File: src/rtl/dmem_responder_if.sv
// Core-side data bus bundle: byte address, write data/strobe and same-cycle read data.
// Read data is combinational and there is no backpressure; every access completes in its own cycle.
interface dmem_responder_if;
  logic [9:0]  daddr;
  logic [31:0] ddata_w;
  logic        d_rw;
  logic [31:0] ddata_r;

  modport master (output daddr, ddata_w, d_rw, input ddata_r);
  modport slave  (input daddr, ddata_w, d_rw, output ddata_r);
endinterface

File: src/rtl/dmem_responder.sv
// Data-bus responder: word RAM (low half) and MMIO cycle counter/timer/GPIO (high half).
// Reads are zero-latency combinational; writes land on the rising edge; never stalls the core.
module dmem_responder #(
  parameter int RAM_WORDS = 128,
  parameter int GPIO_W    = 8
) (
  input  logic              CLK,
  input  logic              RESET,
  dmem_responder_if.slave   bus,
  output logic [GPIO_W-1:0] gpio_out,
  input  logic [GPIO_W-1:0] gpio_in,
  output logic              timer_irq
);

  localparam int IDX_W = $clog2(RAM_WORDS);

  localparam logic [2:0] OFF_CYCLE = 3'd0;
  localparam logic [2:0] OFF_TCMP  = 3'd1;
  localparam logic [2:0] OFF_TCTRL = 3'd2;
  localparam logic [2:0] OFF_TSTAT = 3'd3;
  localparam logic [2:0] OFF_GOUT  = 3'd4;
  localparam logic [2:0] OFF_GIN   = 3'd5;

  logic [31:0]       mem_q [RAM_WORDS];
  logic [31:0]       cycle_q, cycle_d;
  logic [31:0]       tcmp_q, tcmp_d;
  logic              ten_q, ten_d;
  logic              flag_q, flag_d;
  logic [GPIO_W-1:0] gout_q, gout_d;
  logic [GPIO_W-1:0] gsync1_q, gsync2_q;

  logic              is_mmio;
  logic [2:0]        mmio_off;
  logic [IDX_W-1:0]  ram_idx;
  logic              mmio_we;
  logic              ram_we;
  logic              match;
  logic [31:0]       rdata;
  logic              unused_addr;

  assign is_mmio     = bus.daddr[9];
  assign mmio_off    = bus.daddr[4:2];
  // Index truncation gives modulo-depth wrap, so a short RAM never reads X from outside its range.
  assign ram_idx     = bus.daddr[2 +: IDX_W];
  assign mmio_we     = bus.d_rw & is_mmio;
  assign ram_we      = bus.d_rw & ~is_mmio & ~RESET;
  assign match       = ten_q & (cycle_q == tcmp_q);
  assign unused_addr = ^{bus.daddr[1:0], bus.daddr[8:5]};

  always_comb begin
    rdata = '0;
    if (!is_mmio) begin
      rdata = mem_q[ram_idx];
    end else begin
      case (mmio_off)
        OFF_CYCLE: rdata = cycle_q;
        OFF_TCMP:  rdata = tcmp_q;
        OFF_TCTRL: rdata[0] = ten_q;
        OFF_TSTAT: rdata[0] = flag_q;
        OFF_GOUT:  rdata[GPIO_W-1:0] = gout_q;
        OFF_GIN:   rdata[GPIO_W-1:0] = gsync2_q;
        default:   rdata = '0;
      endcase
    end
  end

  always_comb begin
    cycle_d = cycle_q + 32'd1;
    tcmp_d  = tcmp_q;
    ten_d   = ten_q;
    gout_d  = gout_q;
    flag_d  = flag_q;
    if (mmio_we) begin
      case (mmio_off)
        OFF_TCMP:  tcmp_d = bus.ddata_w;
        OFF_TCTRL: ten_d  = bus.ddata_w[0];
        OFF_TSTAT: if (bus.ddata_w[0]) flag_d = 1'b0;
        OFF_GOUT:  gout_d = bus.ddata_w[GPIO_W-1:0];
        default:   ;
      endcase
    end
    // A match on the same edge as a W1C clear must leave the flag set.
    if (match) flag_d = 1'b1;
  end

  always_ff @(posedge CLK or posedge RESET) begin
    if (RESET) begin
      cycle_q  <= '0;
      tcmp_q   <= '0;
      ten_q    <= 1'b0;
      flag_q   <= 1'b0;
      gout_q   <= '0;
      gsync1_q <= '0;
      gsync2_q <= '0;
    end else begin
      cycle_q  <= cycle_d;
      tcmp_q   <= tcmp_d;
      ten_q    <= ten_d;
      flag_q   <= flag_d;
      gout_q   <= gout_d;
      gsync1_q <= gpio_in;
      gsync2_q <= gsync1_q;
    end
  end

  always_ff @(posedge CLK) begin
    if (ram_we) mem_q[ram_idx] <= bus.ddata_w;
  end

  assign bus.ddata_r = rdata;
  assign gpio_out    = gout_q;
  assign timer_irq   = flag_q;

endmodule

File: src/flat_wrapper.sv
// flat-port wrapper written by rule: the top's interface ports become plain ports
module dmem_responder_flat 
#(
  parameter int RAM_WORDS = 128,
  parameter int GPIO_W    = 8
)
  (CLK, RESET, gpio_out, gpio_in, timer_irq, bus_daddr, bus_ddata_w, bus_d_rw, bus_ddata_r);
  dmem_responder_if bus_i ();
  input  logic CLK;
  input  logic RESET;
  output logic [GPIO_W-1:0] gpio_out;
  input  logic [GPIO_W-1:0] gpio_in;
  output logic timer_irq;
  input wire logic [$bits(bus_i.daddr)-1:0] bus_daddr;
  input wire logic [$bits(bus_i.ddata_w)-1:0] bus_ddata_w;
  input wire logic [$bits(bus_i.d_rw)-1:0] bus_d_rw;
  output wire logic [$bits(bus_i.ddata_r)-1:0] bus_ddata_r;
  assign bus_i.daddr = bus_daddr;
  assign bus_i.ddata_w = bus_ddata_w;
  assign bus_i.d_rw = bus_d_rw;
  assign bus_ddata_r = bus_i.ddata_r;
  dmem_responder #(.RAM_WORDS(RAM_WORDS), .GPIO_W(GPIO_W)) u_core (.CLK(CLK), .RESET(RESET), .bus(bus_i), .gpio_out(gpio_out), .gpio_in(gpio_in), .timer_irq(timer_irq));
endmodule
File: config.mk
export PLATFORM = sky130hd
export DESIGN_NAME = dmem_responder_flat
export DESIGN_NICKNAME = d
export VERILOG_FILES = /design/src/rtl/dmem_responder_if.sv /design/src/rtl/dmem_responder.sv /design/src/flat_wrapper.sv
export SDC_FILE = /design/constraint.sdc
export NUM_CORES = 2
export LEC_CHECK = 0
export BUFFER_PORTS_ARGS = -buffer_cell sky130_fd_sc_hd__buf_2
export CAP_MARGIN = 15
export CELL_PAD_IN_SITES_DETAIL_PLACEMENT = 1
export CELL_PAD_IN_SITES_GLOBAL_PLACEMENT = 2
export CORE_MARGIN = 5
export CORE_UTILIZATION = 54
export CTS_BUF_LIST = sky130_fd_sc_hd__clkbuf_16
export DETAILED_ROUTE_END_ITERATION = 6
export PLACE_DENSITY = 0.86
export SYNTH_ARGS = -nofsm -noshare
export SYNTH_HDL_FRONTEND = slang
export SYNTH_SLANG_ARGS = --single-unit
File: constraint.sdc
create_clock -name CLK -period 3.82 [get_ports CLK]
set_input_delay 0.191 -clock CLK [delete_from_list [all_inputs] [get_ports CLK]]
set_output_delay 0.191 -clock CLK [all_outputs]
set_load 0.03 [all_outputs]
==> summary.md <==
| Metric | Value |
|---|---|
| Core area | 300,000 µm² |
| Mux cell area share after synthesis | 0.121 |
| Drt initial violations | 17,433 |
| Failing checks | DRC, slew limit, setup timing |
| Post-Route WL | roughly 580,000 µm |
| Post-synthesis xor/xnor area fraction | 0.00333 |
| Hold Fails Final Rpt | 0 |
| CP max FO | 1 |
| Grt met1 use | 0.462 |
| Final instance area | roughly 190,000 µm² |
| Flops & latches, synth | roughly 4,200 |
| Synth top cells by count | 4,096 x edfxtp_1, 562 x mux2i_1, 555 x mux4_2, 361 x a21oi_1, 278 x o22ai_1 |
| Pwr dens | 519 nW/µm² |
| Headroom to the max-slew limit | -0.103 |
| CTS root buf | clkbuf_16 |
| Fin Setup TNS | -0.611 ns |
| Worst-Skew Late Latency | 1.01 ns |
| Die width | 559 µm |
| Worst-case clock skew | 0.0159 ns |
| Via Count | 97,842 |
| Static Leak | slightly above 60 nW |
| Largest family of logic cells by synthesized area | multiplexers |
| Post-CTS Setup Bufs | 0 |
| CP required | 3.63 ns |
| Gpl congestion | 0.894 |
| PortBufs | around 90 |
| Max-slew violations | 1 |
| Reg2Reg Setup Slack | 1.63 ns |
| Initial Util | 0.543 |
| Detailed-route wire length per cell | approximately 43 µm |
| Vias/cell | 7.31 |
| Critical Path AT | 3.82 ns |
| Io pins | 94 |
| Synth Area in Compound Gates | 0.0609 |
| Number of iterations in the first detailed-routing pass | 7 |
| Largest net degree at the start of global routing | 130 |
| Max-cap violations | 0 |
| Post-synth top area share | 0.755 |
| Final non-filler cell total | 13,391 |
| Top post-synthesis cells by area | edfxtp_1 76%, mux4_2 7.7%, mux2i_1 3.5% |
| Async SR Flop Fraction | 0.0215 |
| Row count | 201 |
| Dpl hpwl | between 300,000 and 400,000 µm |
| Number of global-route vias before repair | 99,482 |
| Fmax | 250 MHz |
| Synth Area per Inst | 19.5 µm² |
| Unrepaired setup endpoints after global routing | true |
| Syn-to-layout area delta | 16.2% |
| CTS max path bufs | 4 |
| Nets@finish | ~9,100 |
| Initial antenna violation count | 53 |
| Startpoint Class | flop |
| Post-Syn Instances | around 8,300 |
| Post-synth EDFFs | 4,096 |
| GRT met2 Usage | 0.557 |
| Adder-Cell Fraction of Synth Area | 0.0000768 |
| Cell Area, Synth | 163,000 µm² |
| Post-place instance area | 174,000 µm² |
| Worst hold path type | primary input to flop |
| Antenna Violating Nets Remaining | 0 |
| Synth warn | 0 |
| Maximum vdd ir drop | 442 µV |
| CTS Buf Count | ~410 |
| Top FF cell, synth | edfxtp_1 |
| Die area | 313,000 µm² |
| Post-Synth Simple-Gate Area | 0.0273 |
| Final min period | 4.01 ns |
| Met3 Track Usage GR | 0.108 |
| Distinct cell type count of the synthesized netlist | 85 |
| Tot GR Track Use | 0.365 |
| CTS Sinks | 4,186 |
| Crit end category | primary output |
| Fin crit share | 1.05 |
| Leading cell type by number of instances after synthesis | edfxtp_1 |
| CTS H-tree lvls | 5 |
| First-pass GRT wire length | 802,000 µm |
| Setup ws final | -0.188 ns |
| GRT busiest layer | met2 |
| DR DRC count | 7 |
| CTS tree | built |
| Status | finished with violations |
| Post-synthesis sequential area ratio | 0.769 |
| Die Y | 559 µm |
| Grt total ovfl | 0 |
| Final setup fails | 13 |
| Fraction of layout cells with a size suffix above 1 | 0.253 |
| Dpl cells | 12,558 |
| Critical Setup Path Class | flop to primary output |
| Slew at the pin closest to its max-slew limit | roughly 1.7 ns |
| Clock transition at path regs | 0.07 ns |
| Area leader, netlist | edfxtp_1 |
| Mapped Nets | 8,387 |
## what timing repair did
action | CTS | global route
setup endpoints to repair | 27 | 27
pin swaps | 23 | 22
gates cloned | 0 | 3
resized for setup | 89 | 52
hold endpoints to repair | 1675 | 96
hold buffers | 50 | 2
## logic make-up (layout without fill, tap and decap cells)
group           Yosys count  after routing
simple gates            861            861
compound gates         1422           1422
buf+inv                 571           1651
fa+ha+maj                 1              1
other cells               0             20
flops                  4186           4186
xor+xnor                 62             62
mux                    1230           1230
## flip-flops by register name (all words and copies together) (netlist names)
signal and flops:
u_core.gpio_out 8, u_core.tcmp_q 32, u_core.cycle_q 32, u_core.timer_irq 1, u_core.mem_q 4096, u_core.gsync1_q 8
u_core.ten_q 1, u_core.gsync2_q 8
## path summary, 6_finish.rpt
path	start	endpoint	cells past startpoint
worst max-delay path	u_core.mem_q[50][23]	bus_ddata_r[23]	8
min in group asynchronous	RESET	u_core.tcmp_q[27]	5
worst min register to register	u_core.gsync1_q[2]	u_core.gsync2_q[2]	0
worst max register to register	u_core.cycle_q[16]	u_core.cycle_q[30]	6
max in group asynchronous	RESET	u_core.tcmp_q[15]	6
worst min-delay path	bus_ddata_w[20]	u_core.mem_q[103][20]	2
## metrics by stage
stage	hold WS [ns]	setup WS, ns	total power, mW	utilization
after floorplan	0.222	-0.313	54.3	-
after global placement	0.294	-0.801	57.3	0.581
after detailed placement	0.292	-0.454	57.6	0.581
after CTS	0.0210	-0.152	97.9	0.629
after global routing	0.162	-0.215	101	0.631
final	0.152	-0.188	98.2	0.631
## worst max-delay path: stages (launching register included)
cell and delay, ns:
edfxtp_1 0.40, mux2_4 0.27, a222oi_1 0.75, o22ai_2 0.20, a211oi_2 0.22, o22ai_1 0.11, bufbuf_16 0.33, o41a_1 0.38
buf_6 0.17
## routing by layer
| layer | wire, µm | share of wire |
|---|---|---|
| met4 | 43100 | 0.074 |
| met2 | 267000 | 0.46 |
| met5 | 223 | 0.00038 |
| met1 | 191000 | 0.33 |
| met3 | 78900 | 0.14 |
## layout make-up
cell class	instances	area, µm²
antenna	20	50.0
clock buffer	417	10400
clock inverter	339	2960
fill	24722	111000
inverter	7	37.5
multi-input combinational	3576	36400
sequential	4186	125000
tap	3958	4950
timing repair buffer	888	9220
## layout by cell type (no fill, tap or decap), types with 180 or more instances in the layout
| master | count |
|---|---|
| a21oi_1 | 357 |
| buf_12 | 180 |
| buf_4 | 582 |
| clkbuf_16 | 420 |
| edfxtp_1 | 4096 |
| mux2i_1 | 560 |
| mux4_2 | 557 |
| nand3_1 | 183 |
| o22ai_1 | 237 |
| o2bb2ai_1 | 241 |
## power by group
| part | internal, mW | switching (mW) |
|---|---|---|
| Combinational | 2.07 | 4.37 |
| Sequential | 50.5 | 0.129 |
| Clock | 22.8 | 18.3 |
| Total | 75.4 | 22.8 |
(Power assumes the default switching activity.)
